`config.mk`:
```
export PLATFORM = sky130hd
export DESIGN_NAME = branch_resolve
export DESIGN_NICKNAME = d
export VERILOG_FILES = /design/src/rtl/branch_resolve.sv
export SDC_FILE = /design/constraint.sdc
export NUM_CORES = 1
export LEC_CHECK = 0
export BUFFER_PORTS_ARGS = -buffer_cell sky130_fd_sc_hd__buf_2
export CAP_MARGIN = 20
export CORE_AREA = 2 2 165 167
export DETAILED_ROUTE_END_ITERATION = 8
export DIE_AREA = 0 0 167 169
export PLACE_DENSITY_LB_ADDON = 0.3
export SETUP_SLACK_MARGIN = 0.15
export SYNTH_ARGS = -nofsm -noshare
export SYNTH_HDL_FRONTEND = slang
export SYNTH_SLANG_ARGS = --single-unit
export TNS_END_PERCENT = 100
```
`constraint.sdc`:
```
create_clock -name clk -period 5 [get_ports clk]
set_clock_uncertainty 0.05 [all_clocks]
set_input_delay 1 -clock clk [delete_from_list [all_inputs] [get_ports clk]]
set_output_delay 1 -clock clk [all_outputs]
set_load 0.01 [all_outputs]
```
`src/rtl/branch_resolve.sv`:
```
// Execute-stage branch resolution: decodes the comparator flags into a taken
// decision, issues a registered fetch redirect on mispredict and holds a squash window.
module branch_resolve #(
  parameter int FLUSH_CYCLES = 2,
  parameter int CNT_W        = 32
) (
  input  logic             clk,
  input  logic             rst,
  input  logic             ex_valid,
  input  logic             ex_is_branch,
  input  logic             ex_is_jal,
  input  logic             ex_is_jalr,
  input  logic [2:0]       ex_funct3,
  input  logic [31:0]      ex_pc,
  input  logic [31:0]      ex_target,
  input  logic             ex_pred_taken,
  input  logic             BrEq,
  input  logic             BrLt,
  output logic             BrUn,
  output logic             redirect_valid,
  input  logic             redirect_ready,
  output logic [31:0]      redirect_pc,
  output logic             stall_o,
  output logic             flush_o,
  output logic             misalign_o,
  output logic             illegal_br_o,
  output logic [CNT_W-1:0] br_count,
  output logic [CNT_W-1:0] mp_count
);

  localparam int FC_W = (FLUSH_CYCLES > 2) ? $clog2(FLUSH_CYCLES) : 1;
  localparam logic [FC_W-1:0] FLUSH_LOAD =
    (FLUSH_CYCLES > 0) ? FC_W'(FLUSH_CYCLES - 1) : {FC_W{1'b0}};

  typedef enum logic [1:0] {
    IDLE     = 2'd0,
    REDIRECT = 2'd1,
    FLUSH    = 2'd2
  } state_t;

  state_t            state_r;
  logic [FC_W-1:0]   flush_cnt_r;

  logic              cond_taken_s;
  logic              taken_s;
  logic [31:0]       target_s;
  logic              illegal_s;
  logic              misalign_s;
  logic              mispredict_s;
  logic              count_br_s;
  logic [31:0]       new_pc_s;

  function automatic logic [CNT_W-1:0] sat_inc(input logic [CNT_W-1:0] v);
    return (v == {CNT_W{1'b1}}) ? v : v + {{(CNT_W-1){1'b0}}, 1'b1};
  endfunction

  assign BrUn = ex_funct3[1];

  // Outcome decode; jalr outranks jal, which outranks a conditional branch.
  always_comb begin
    cond_taken_s = 1'b0;
    taken_s      = 1'b0;
    target_s     = ex_target;
    case (ex_funct3)
      3'b000:          cond_taken_s = BrEq;
      3'b001:          cond_taken_s = ~BrEq;
      3'b100, 3'b110:  cond_taken_s = BrLt;
      3'b101, 3'b111:  cond_taken_s = ~BrLt;
      default:         cond_taken_s = 1'b0;
    endcase
    if (ex_is_jalr) begin
      taken_s  = 1'b1;
      target_s = {ex_target[31:1], 1'b0};
    end else if (ex_is_jal) begin
      taken_s  = 1'b1;
    end else if (ex_is_branch) begin
      taken_s  = cond_taken_s;
    end else begin
      taken_s  = 1'b0;
    end
    illegal_s    = ex_is_branch && !ex_is_jal && !ex_is_jalr && (ex_funct3[2:1] == 2'b01);
    misalign_s   = taken_s && (target_s[1:0] != 2'b00);
    // A faulting instruction never redirects, whatever the prediction said.
    mispredict_s = !illegal_s && !misalign_s && ((taken_s != ex_pred_taken) || ex_is_jalr);
    count_br_s   = ex_is_branch && !ex_is_jal && !ex_is_jalr && !illegal_s && !misalign_s;
    new_pc_s     = taken_s ? target_s : (ex_pc + 32'd4);
  end

  // Redirect/flush FSM with registered outputs and saturating counters.
  always_ff @(posedge clk) begin
    if (rst) begin
      state_r        <= IDLE;
      flush_cnt_r    <= {FC_W{1'b0}};
      redirect_valid <= 1'b0;
      redirect_pc    <= 32'd0;
      stall_o        <= 1'b0;
      flush_o        <= 1'b0;
      misalign_o     <= 1'b0;
      illegal_br_o   <= 1'b0;
      br_count       <= {CNT_W{1'b0}};
      mp_count       <= {CNT_W{1'b0}};
    end else begin
      misalign_o   <= 1'b0;
      illegal_br_o <= 1'b0;
      case (state_r)
        IDLE: begin
          stall_o <= 1'b0;
          flush_o <= 1'b0;
          if (ex_valid) begin
            misalign_o   <= misalign_s;
            illegal_br_o <= illegal_s;
            if (count_br_s) begin
              br_count <= sat_inc(br_count);
            end
            if (mispredict_s) begin
              redirect_pc    <= new_pc_s;
              redirect_valid <= 1'b1;
              stall_o        <= 1'b1;
              mp_count       <= sat_inc(mp_count);
              state_r        <= REDIRECT;
            end
          end
        end
        REDIRECT: begin
          if (redirect_ready) begin
            redirect_valid <= 1'b0;
            if (FLUSH_CYCLES > 0) begin
              flush_cnt_r <= FLUSH_LOAD;
              flush_o     <= 1'b1;
              state_r     <= FLUSH;
            end else begin
              stall_o <= 1'b0;
              state_r <= IDLE;
            end
          end
        end
        FLUSH: begin
          flush_o <= 1'b1;
          stall_o <= 1'b1;
          if (flush_cnt_r == {FC_W{1'b0}}) begin
            flush_o <= 1'b0;
            stall_o <= 1'b0;
            state_r <= IDLE;
          end else begin
            flush_cnt_r <= flush_cnt_r - {{(FC_W-1){1'b0}}, 1'b1};
          end
        end
        default: begin
          redirect_valid <= 1'b0;
          stall_o        <= 1'b0;
          flush_o        <= 1'b0;
          state_r        <= IDLE;
        end
      endcase
    end
  end

endmodule

```
Word-level counts from Yosys, hierarchy flattened
Index checks and enable logic that the tools add are counted.
{"block": "totals", "reg_bits": 104, "input_bits": 77, "out_inout_bits": 102, "wordCells": 85}
{"block": "op_classes", "addsub": 4, "eq_ne": 15, "muxes": 23, "bitwise": 7, "n_reduce_logical": 26}
{"operator": "32-bit by 1-bit adder with 32-bit output, second input constant", "n": 2}
{"operator": "32-bit equality test, second input constant", "n": 2}
{"operator": "32-bit by 3-bit adder with 32-bit output, second input constant", "n": 1}
{"operator": "32-bit 2-to-1 mux", "n": 1}
{"operator": "4-bit AND reduction", "n": 4}
{"operator": "3-bit equality test, second input constant", "n": 4}
{"operator": "1-bit 2-to-1 mux", "n": 12}
{"operator": "1-bit logical AND", "n": 8}
{"operator": "2-bit 2-to-1 mux", "n": 4}
{"operator": "2-bit inequality test, second input constant", "n": 4}
{"operator": "1-bit NOT", "n": 7}
{"operator": "1-bit one-hot mux with 3 select lines", "n": 2}
{"operator": "2-bit one-hot mux with 3 select lines", "n": 1}
{"operator": "2-bit by 1-bit equality test with 1-bit output, second input constant", "n": 2}
{"operator": "1-bit logical NOT", "n": 4}
{"operator": "1-bit one-hot mux with 2 select lines", "n": 2}
{"operator": "1-bit one-hot mux with 4 select lines", "n": 1}
{"operator": "2-bit nonzero test", "n": 2}
{"operator": "2-bit OR reduction", "n": 2}
{"operator": "3-bit by 1-bit equality test with 1-bit output, second input constant", "n": 1}
{"operator": "3-bit logical NOT", "n": 1}
{"operator": "3-bit AND reduction", "n": 1}
{"operator": "3-bit OR reduction", "n": 1}
{"operator": "2-bit equality test, second input constant", "n": 1}
{"operator": "5 further kinds", "n": 5}

Depth between registers and ports, before layout
Gate-level depths: netlist of run 1.
{"block": "logic_depth", "depth_word": 13, "ltp_mapped": 9, "ltp_nobuf": 7}

Worst setup path before layout of run 1
Ideal clock, no wire load.
{"block": "synth_timing", "path_kind": "input-to-reg", "startpoint": "input port ex_funct3[2]", "endpoint": "register mp_count[18]", "setup_time_ns": 0.121, "arrival_ns": 2.688, "t_required_ns": 4.829, "path_slack_ns": 2.142, "path_stages": 6, "n_path_buf": 1, "path_cell_list": "or3b_1 > o221a_2 > mux2i_1 > clkbuf_1 > nor4_1 > mux2_2"}
{"block": "synth_between", "elab_chain_cells": 11, "elab_cells_between_ends": 22, "cone_classes": "7 x eq/ne; 4 x mux; 11 x reduce/logical"}
{"element": "start, declared", "line_no": "13", "source": "input logic [2:0] ex_funct3,"}
{"element": "3-bit equality test", "line_no": "64", "source": "case (ex_funct3)"}
{"element": "2-bit OR reduction", "line_no": "64"}
{"element": "1-bit one-hot mux with 4 select lines", "line_no": "64"}
{"element": "1-bit 2-to-1 mux", "line_no": "76", "source": "end else if (ex_is_branch) begin"}
{"element": "1-bit 2-to-1 mux", "line_no": "74", "source": "end else if (ex_is_jal) begin"}
{"element": "1-bit 2-to-1 mux", "line_no": "71", "source": "if (ex_is_jalr) begin"}
{"element": "1-bit logical AND", "line_no": "82", "source": "misalign_s = taken_s && (target_s[1:0] != 2'b00);"}
{"element": "1-bit logical NOT", "line_no": "84", "source": "mispredict_s = !illegal_s && !misalign_s && ((taken_s != ex_pred_taken) || ex_is_jalr);"}
{"element": "1-bit logical AND", "line_no": "84"}
{"element": "1-bit logical AND *", "line_no": "84"}
{"element": "4-bit AND reduction (no source line) *"}
{"element": "end signal, assigned", "line_no": "101", "source": "mp_count <= {CNT_W{1'b0}};"}
{"element": "end signal, assigned", "line_no": "119", "source": "mp_count <= sat_inc(mp_count);"}
{"element": "end, declared", "line_no": "28", "source": "output logic [CNT_W-1:0] mp_count"}
Every way passes the cells marked *; elsewhere a longest branch is shown, timed or not.
A chain may end at the register's enable or synchronous reset.

Worst setup path after layout of run 1
{"block": "layout_timing", "startpoint": "input port ex_funct3[1]", "endpoint": "register mp_count[22]"}
The elaborated chain is that of the path after synthesis.

==> impl_results.md, run 1 <==
* Status: completed
* Utilization after layout at 0.283
* H-tree depth at 3
* Syn_nets at 819
* Die height at 169 um
* Most frequent cell after synthesis: dfxtp_1
* Seq/Total Area, Yosys at 0.347
* Initial antenna violation count at 2
* Register bit total from synthesis at 104
* Syn avg cell area at 8.14 sq um
* Post_cts resized at 0
* Post-CTS Setup Bufs at 0
* Synth Area in Simple Gates at 0.313
* Crit-path max FO at 94
* RSZ-0062 raised after global routing: no
* Synth unique cells at 58
* Synthesized cell area at 0.00599 sq mm
* Arrival time worst endpoint at 3.30 ns
* Layout area overhead at 25.3%
* Die W at 167 um
* Antenna viol nets, final at 0
* Post-synth top flop: dfxtp_1
* FFs w/ async S/R, synth at 0
* Mux contribution to synthesized area at 0.0424
* Via Count at 6,221
* Synth Area in Compound Gates at 0.216
* Commonest cells in the netlist: dfxtp_1, a21oi_1, nor2_1
* Synth top area share at 0.347
* Fin crit share at 0.618
* First-pass GRT wire length at 30.6 mm
* Period minus WS final at 3.09 ns
* Site Rows at 60
* Maxcap violations at 0
* Root Buffer: clkbuf_16
* Largest area contributor in the synthesized netlist: dfxtp_1
* Port Buffers at 178
* Synth Warn # at 0
* Post-detail-place hpwl at 14.2 mm
* Via/cell ratio at 5.05
* Fmax at 0.323 GHz
* Clock Latency Late Sink at 0.37 ns
* Worst Tran Pin Value at 1.08 ns
* Initial cell density of the core at 0.226
* Max_slew headroom at 0.282
* CTS Buffer Depth at 2
* WL/cell at 16.0 um
* Hold_buf cts at 0
* CP startpoint kind: input port
* DRT iter0 DRCs at 472
* Clock transition at path regs at 0.08 ns
* Crit end category: register
* Worst endpoint required time at 5.21 ns
* Core area at 0.0265 sq mm
* EDFF count, synth at 0
* Hold Fails Final Rpt at 0
* GRT Total Usage at 0.135
* Final setup viols at 0
* TNS Setup at 0 ns
* Top cells by area, synth: dfxtp_1, or4_1, o31ai_1
* Static Leakage at 2.80 nW
* Largest net degree at the start of global routing at 95
* Post-Synth Adder-Cell Area at 0.0125
* Top-level port count at 179
* Layout cells sized above 1 at 0.258
* Final GP Congestion at 0.809
* Post-Route WL at 19.7 mm
* Total grt overflow at 0
* Worst Hold Class: register to register
* Critical path class: input port to register
* Num CTS Buffers at 9
* DIE AREA at 0.0282 sq mm
* Syn Inst Count at 736
* Post-route DRC violation count at 0
* Slew Viols, Final at 0
* PwrDens at 248 mW/mm^2
* TritonCTS clock tree: yes
* Largest family of logic cells by synthesized area: simple AND/OR/NAND/NOR gates
* NumNets Final at 967
* Sink Count at 104
* XOR/XNOR Fraction of Synth Area at 0.0219
* Initial DRT Pass Iterations at 4
* Vias in the first global route at 5,596
* VDD IR max at 0.193 mV
-- metal layers --
metal  wire (um)  GRT usage  up-vias
met5           0          0        -
li1            -          -     3139
met1        9710      0.182     2924
met3         698     0.0196       20
met2        8850      0.215      138
met4         434     0.0585        0
-- layout by cell type, fill, tap and decap left out, types with 3 or more instances in the layout --
cell	n
clkbuf_16	9
o311ai_0	3
mux2_1	3
nand2b_1	4
ha_1	6
and4_1	17
nand4_1	21
a31oi_1	13
a22o_1	15
nor2_1	60
nand2_1	51
nor2b_1	15
a21oi_1	68
o31a_1	4
mux2_2	16
xor2_1	3
o31ai_1	46
xnor2_1	12
nor3_1	12
buf_4	7
buf_2	177
nor3b_1	4
mux2i_1	3
or4_1	47
a211o_1	12
o211ai_1	3
nor4_1	19
inv_1	16
nand3_1	34
dfxtp_1	104
o21ai_0	15
and3_1	8
or3_1	19
-- metrics by stage --
step / cells / hold WS, ns / cell area [sq um] / setup WS [ns] / total power [mW]
after floorplan: 736 / 0.387 / 5990 / 2.14 / 1.01
after detailed placement: 1214 / 0.393 / 7190 / 1.57 / 1.11
final: 1232 / 0.402 / 7510 / 1.91 / 1.86
after global routing: 1232 / 0.428 / 7510 / 1.80 / 1.95
after global placement: 1213 / 0.390 / 7180 / 1.59 / 1.11
after CTS: 1230 / 0.404 / 7500 / 1.95 / 1.89
-- worst paths after layout --
| path | to | start | slack [ns] | cells past startpoint |
|---|---|---|---|---|
| max | mp_count[22] | ex_funct3[1] | 1.91 | 7 |
| min reg2reg | redirect_pc[13] | redirect_pc[13] | 0.40 | 2 |
| max reg2reg | mp_count[22] | state_r[0] | 2.05 | 8 |
| min | redirect_pc[13] | redirect_pc[13] | 0.40 | 2 |
-- power breakdown --
group	total (mW)	leakage (nW)	internal, mW	switching (mW)
registers	0.861	0.841	0.848	0.0129
clock network	0.772	0.149	0.399	0.373
logic	0.226	1.81	0.0900	0.136
total	1.86	2.80	1.34	0.522
-- sequential cells by signal, indices dropped and copies added, names as in the netlist --
register	cells
misalign_o	1
mp_count	32
flush_cnt_r	1
br_count	32
state_r	2
illegal_br_o	1
stall_o	1
flush_o	1
redirect_valid	1
redirect_pc	32
-- logic make-up (layout without fill, tap and decap cells) --
kind of cell	count (synthesis)	after routing
AND/OR/NAND/NOR	328	328
AO/OA/AOI/OAI	195	195
flip-flops	104	104
buffers and inverters	65	218
multiplexers	23	23
XOR/XNOR	15	15
adder cells (fa/ha/maj)	6	6
other	0	2
-- worst max-delay path: stages --
cell and delay, ns:
buf_2 0.15, nor2b_1 0.17, a2111oi_0 0.66, mux2i_4 0.20
buf_12 0.23, nor4_1 0.40, mux2_2 0.37
-- layout make-up --
class / instances / area, sq um
antenna: 2 / 5.00
clock buffer: 9 / 225
fill: 2899 / 19000
inverter: 16 / 60.1
clock inverter: 7 / 88.8
tap: 341 / 427
multi-input combinational: 567 / 3650
sequential: 104 / 2080
timing repair buffer: 186 / 970
Power figures use the tool's default switching activity.
==> inputs of run 2 (changes only) <==
Clock period 5 ns to 2.7 ns, I/O delays scaled along.
==> impl_results.md, run 2 (same netlist as run 1, synthesis figures left out) <==
* Crit-path max FO at 33 (-65%)
* Clock Latency Late Sink at 0.35 ns (-0.02 ns)
* Internal power at 2.43 mW (+82%)
* RSZ-0062 raised after global routing: yes
* Utilization after layout at 0.296 (+0.0125)
* Crit-path leading delay family: simple AND/OR/NAND/NOR gates
* Die height at 169 um (unchanged)
* Worst slack, placed at -0.159 ns (-1.73 ns)
* Total grt overflow at 0 (unchanged)
* First-pass GRT wire length at 31.6 mm (+3.2%)
* Post-detail-place hpwl at 14.9 mm (+5.3%)
* Psw at 0.913 mW (+75%)
* Core area at 0.0265 sq mm (unchanged)
* Arrival time worst endpoint at 2.60 ns (-0.70 ns)
* Switch share at 0.273 (-0.00783)
* Most frequent cells in the layout: buf_2, dfxtp_1, a21oi_1
* Status: completed
* Reg2reg setup slack at 0.28 ns (-1.77 ns)
* DIE AREA at 0.0282 sq mm (unchanged)
* CTS Buffer Depth at 2 (unchanged)
* Port Buffers at 178 (unchanged)
* DRT iter0 DRCs at 507 (+7.4%)
* Biggest regs: br_count x32, mp_count x32, redirect_pc x32
* Initial antenna violation count at 0 (-2)
* End of the critical path: br_count[5]
* Vias in the first global route at 5,807 (+3.8%)
* Fin crit share at 0.897
* Initial DRT Pass Iterations at 5 (+1)
* Die W at 167 um (unchanged)
* Worst Hold Class: register to register
* Root Buffer: clkbuf_16
* TritonCTS clock tree: yes
* Sink Count at 104 (unchanged)
* Post-CTS Setup Bufs at 0 (unchanged)
* Via Count at 6,379 (+2.5%)
* Flip-flop and latch area at 0.00208 sq mm (about the same)
* CP startpoint: br_count[1]
* Layout cells sized above 1 at 0.293 (+0.0357)
* Worst Tran Pin Value at 0.607 ns (-0.471 ns)
* Power share of the clock group at 0.381 (-0.034)
* WL/cell at 15.8 um (-1.3%)
* Largest net degree at the start of global routing at 56 (-41%)
* Antenna viol nets, final at 0 (unchanged)
* Initial cell density of the core at 0.226 (unchanged)
* Hold_buf cts at 0 (unchanged)
* Final GP Congestion at 0.799 (-1.2%)
* Clock transition at path regs at 0.08 ns (about the same)
* Number of fill cells at 2,839 (-2.1%)
* Num CTS Buffers at 9 (unchanged)
* Hold path depth at 2 (unchanged)
* Static Leakage at 2.99 nW (+6.7%)
* Hold Fails Final Rpt at 0 (unchanged)
* Seq pwr share at 0.477 (+0.014)
* Layout area overhead at 30.8%
* Reg2reg start: br_count[1]
* Commonest non-fill, non-tap cell in the layout: buf_2
* Final setup viols at 0 (unchanged)
* Comb pwr share at 0.142 (+0.020)
* Crit path cell chain: ha_1, nand2_1, or4_4, nor4_4, buf_12, nor4_1, mux2_1
* GRT Total Usage at 0.138 (+0.00269)
* Critical path class: register to register
* Period minus WS final at 2.42 ns
* Site Rows at 60 (unchanged)
* Crit end category: register
* Via/cell ratio at 5.04 (-0.14%)
* Worst endpoint required time at 2.88 ns (-2.33 ns)
* Buffers and inverters on the worst path at 1 (-1)
* R2R Path End: br_count[5]
* Maxcap violations at 0 (unchanged)
* H-tree depth at 3 (unchanged)
* CP startpoint kind: register
* PwrDens at 427 mW/mm^2 (+72%)
* NumNets Final at 1,003 (+3.7%)
* Multi-input gate area at 0.00369 sq mm (+1.0%)
* Top-level port count at 179 (unchanged)
* Post-route DRC violation count at 0 (unchanged)
* Worst R2R Path Depth at 7 (-1)
* Max_slew headroom at 0.595 (+0.314)
* Slowest CP cell: or4_4
* Post_cts resized at 2 (+2)
* Fmax at 0.413 GHz
* Setup ws final at 0.277 ns (-1.63 ns)
* Crit-path max cell delay at 0.59 ns (-0.07 ns)
* Antenna diode count at 0 (-2)
* Post-Route WL at 20.0 mm (+1.4%)
* Slew Viols, Final at 0 (unchanged)
* VDD IR max at 0.299 mV (+55%)
* Crit. path cell count at 7 (unchanged)
==> run 2: cell types whose count changed in the layout (fill, tap and decap cells not counted), moves of 2 or more <==
cell / previous run / this run
clkinv_2: 0 / 2
clkinv_4: 2 / 0
buf_12: 1 / 7
buf_4: 7 / 38
diode_2: 2 / 0
==> run 2: how the worst min path moves through the flow <==
| stage | start | to | slack, ns |
|---|---|---|---|
| 2_1_floorplan | flush_cnt_r | flush_cnt_r | 0.39 |
| 3_3_place_gp | redirect_pc[8] | redirect_pc[8] | 0.39 |
| 3_5_place_dp | redirect_pc[13] | redirect_pc[13] | 0.39 |
| 4_1_cts | redirect_pc[13] | redirect_pc[13] | 0.41 |
| 5_1_grt | redirect_pc[12] | redirect_pc[12] | 0.43 |
| 6_report | redirect_pc[13] | redirect_pc[13] | 0.40 |
==> run 2: metrics by stage <==
stage	hold WS, ns	cells	area (sq um)	TNS, ns	power, mW
2_1_floorplan	0.387	736	5990	0	1.87
3_3_place_gp	0.391	1250	7530	-1.84	2.10
3_5_place_dp	0.395	1250	7530	-2.35	2.10
4_1_cts	0.405	1265	7800	0	3.42
5_1_grt	0.431	1265	7840	0	3.51
6_report	0.402	1265	7840	0	3.34
==> run 2: area by class of cell <==
| class | instances | area share |
|---|---|---|
| clock buffer | 11 | 0.0310 |
| tap | 341 | 0.0544 |
| clock inverter | 4 | 0.00351 |
| timing repair buffer | 222 | 0.167 |
| inverter | 16 | 0.00766 |
| sequential | 104 | 0.266 |
| multi-input combinational | 567 | 0.470 |
==> run 2: power by group through the flow <==
stage,Combinational (mW),Clock (mW),Sequential [mW]
floorplan,0.223,0,1.64
global placement,0.467,0,1.63
detailed placement,0.472,0,1.63
CTS,0.474,1.35,1.60
global route,0.523,1.39,1.60
finish,0.475,1.27,1.60
==> run 2: tightest hold or removal path, cell delays in order (launching register included) <==
cell,delay (ns)
dfxtp_1,0.31
nand2_1,0.05
a21oi_1,0.05
==> run 2: per-layer routing <==
layer / routed length (um) / global-route usage / up-vias
met4: 294 / 0.0412 / 0
met5: 0 / 0 / -
met1: 9260 / 0.183 / 3009
met2: 9570 / 0.231 / 165
met3: 840 / 0.0227 / 16
li1: - / - / 3189
==> inputs of run 3 (changes only) <==
Settings changed: RECOVER_POWER set to 50.
==> impl_results.md, run 3 (same netlist as run 1, synthesis figures left out) <==
* Status: completed
* Crit-path max FO at 33 (unchanged)
* Post-Route WL at 20.1 mm (+0.53%)
* H-tree depth at 3 (unchanged)
* Die height at 169 um (unchanged)
* Worst Hold Class: register to register
* Via Count at 6,382 (+0.047%)
* Placed Area at 0.00753 sq mm (unchanged)
* Vias in the first global route at 5,807 (unchanged)
* NumNets Final at 1,003 (unchanged)
* GRT Total Usage at 0.138 (unchanged)
* Via/cell ratio at 5.05 (about the same)
* Layout area overhead at 28.7%
* CTS Buffer Depth at 2 (unchanged)
* Root Buffer: clkbuf_16
* Initial DRT Pass Iterations at 5 (unchanged)
* Crit-path leading delay family: simple AND/OR/NAND/NOR gates
* Tot Pwr at 3.34 mW (-0.22%)
* DRT iter0 DRCs at 460 (-9.3%)
* Hold Fails Final Rpt at 0 (unchanged)
* Period minus WS final at 2.48 ns (+0.0537 ns)
* Clock transition at path regs at 0.08 ns (about the same)
* Antenna diode count at 0 (unchanged)
* Port Buffers at 178 (unchanged)
* Crit-path max cell delay at 0.59 ns (about the same)
* Slowest CP cell: or4_4
* Fin crit share at 0.917 (+0.0199)
* WL/cell at 15.9 um (+0.53%)
* Total grt overflow at 0 (unchanged)
* CP startpoint kind: register
* DIE AREA at 0.0282 sq mm (unchanged)
* Critical path class: register to register
* Commonest non-fill, non-tap cell in the layout: dfxtp_1
* Slew Viols, Final at 0 (unchanged)
* Die W at 167 um (unchanged)
* Top-level port count at 179 (unchanged)
* Worst slack, placed at -0.159 ns (unchanged)
* Setup ws final at 0.223 ns (-0.0537 ns)
* Crit end category: register
* Buffers and inverters on the worst path at 1 (unchanged)
* Clock Latency Late Sink at 0.35 ns (about the same)
* Crit path cell chain: ha_1, nand2_1, or4_4, nor4_4, buf_12, nor4_1, mux2_1
* Initial cell density of the core at 0.226 (unchanged)
* Post-detail-place hpwl at 14.9 mm (unchanged)
* Most frequent cells in the layout: dfxtp_1, clkbuf_1, buf_2
* Number of fill cells at 2,882 (+1.5%)
* Static Leakage at 2.56 nW (-14%)
* Post-route cell area at 0.00771 sq mm (-1.6%)
* Biggest regs: br_count x32, mp_count x32, redirect_pc x32
* Core area at 0.0265 sq mm (unchanged)
* PwrDens at 433 mW/mm^2 (+1.4%)
* Worst Tran Pin Value at 1.20 ns (+0.590 ns)
* Final setup viols at 0 (unchanged)
* Num CTS Buffers at 9 (unchanged)
* Largest net degree at the start of global routing at 56 (unchanged)
* Fmax at 0.404 GHz (-2.2%)
* Antenna viol nets, final at 0 (unchanged)
* First-pass GRT wire length at 31.6 mm (unchanged)
* VDD IR max at 0.299 mV (about the same)
* TritonCTS clock tree: yes
* Arrival time worst endpoint at 2.66 ns (+0.06 ns)
* Sink Count at 104 (unchanged)
* Post-route DRC violation count at 0 (unchanged)
* Site Rows at 60 (unchanged)
* Initial antenna violation count at 0 (unchanged)
* Maxcap violations at 0 (unchanged)
* Max_slew headroom at 0.202 (-0.394)
* Final GP Congestion at 0.799 (unchanged)
* Layout cells sized above 1 at 0.185 (-0.108)
* RSZ-0062 raised after global routing: yes
* Worst endpoint required time at 2.88 ns (about the same)
## run 3: final cells by class
type	count	area, sq um	share of cell area
multi-input cells	567	3690	0.478
flip-flops and latches	104	2080	0.270
repair buffers	222	1180	0.154
well taps	341	427	0.0553
clock buffers	11	243	0.0315
inverters	16	60.1	0.00779
clock inverters	4	27.5	0.00357
## run 3: worst register-to-register path, stage by stage, from the launching register on
cell and delay (ns):
dfxtp_1 0.41, ha_1 0.22, nand2_1 0.14, or4_4 0.59, nor4_4 0.34, buf_12 0.22
nor4_1 0.09, mux2_1 0.30
## run 3: per-layer routing
metal / GRT usage / share of wire / up-vias
li1: - / - / 3189
met1: 0.183 / 0.46 / 3015
met2: 0.231 / 0.48 / 158
met3: 0.0227 / 0.043 / 20
met4: 0.0412 / 0.019 / 0
met5: 0 / 0 / -
## run 3: worst paths after layout
kind / start / end / slack (ns) / cells after the start
max: br_count[0] / br_count[5] / 0.22 / 7
min: redirect_pc[13] / redirect_pc[13] / 0.41 / 2
max reg2reg: br_count[0] / br_count[5] / 0.22 / 7
min reg2reg: redirect_pc[13] / redirect_pc[13] / 0.41 / 2
## run 3: power by group
part | total [mW] | internal [mW] | switching, mW | leakage, nW
clock | 1.28 | 0.652 | 0.623 | 0.136
sequential | 1.60 | 1.57 | 0.0251 | 0.841
combinational | 0.466 | 0.199 | 0.266 | 1.58
total | 3.34 | 2.42 | 0.915 | 2.56
## run 3: repair_timing
item,4_1_cts,5_1_grt
pin swaps,0,0
resized for setup,2,8
endpoints found under the setup margin,16,45
buffers inserted,0,0
hold buffers,0,0
## run 3: stage by stage
stage,hold WS (ns),util,TNS (ns),std cells
floorplan,0.387,-,0,736
global placement,0.391,0.284,-1.84,1250
detailed placement,0.395,0.284,-2.35,1250
CTS,0.405,0.294,0,1265
global route,0.433,0.291,0,1265
finish,0.405,0.291,0,1265
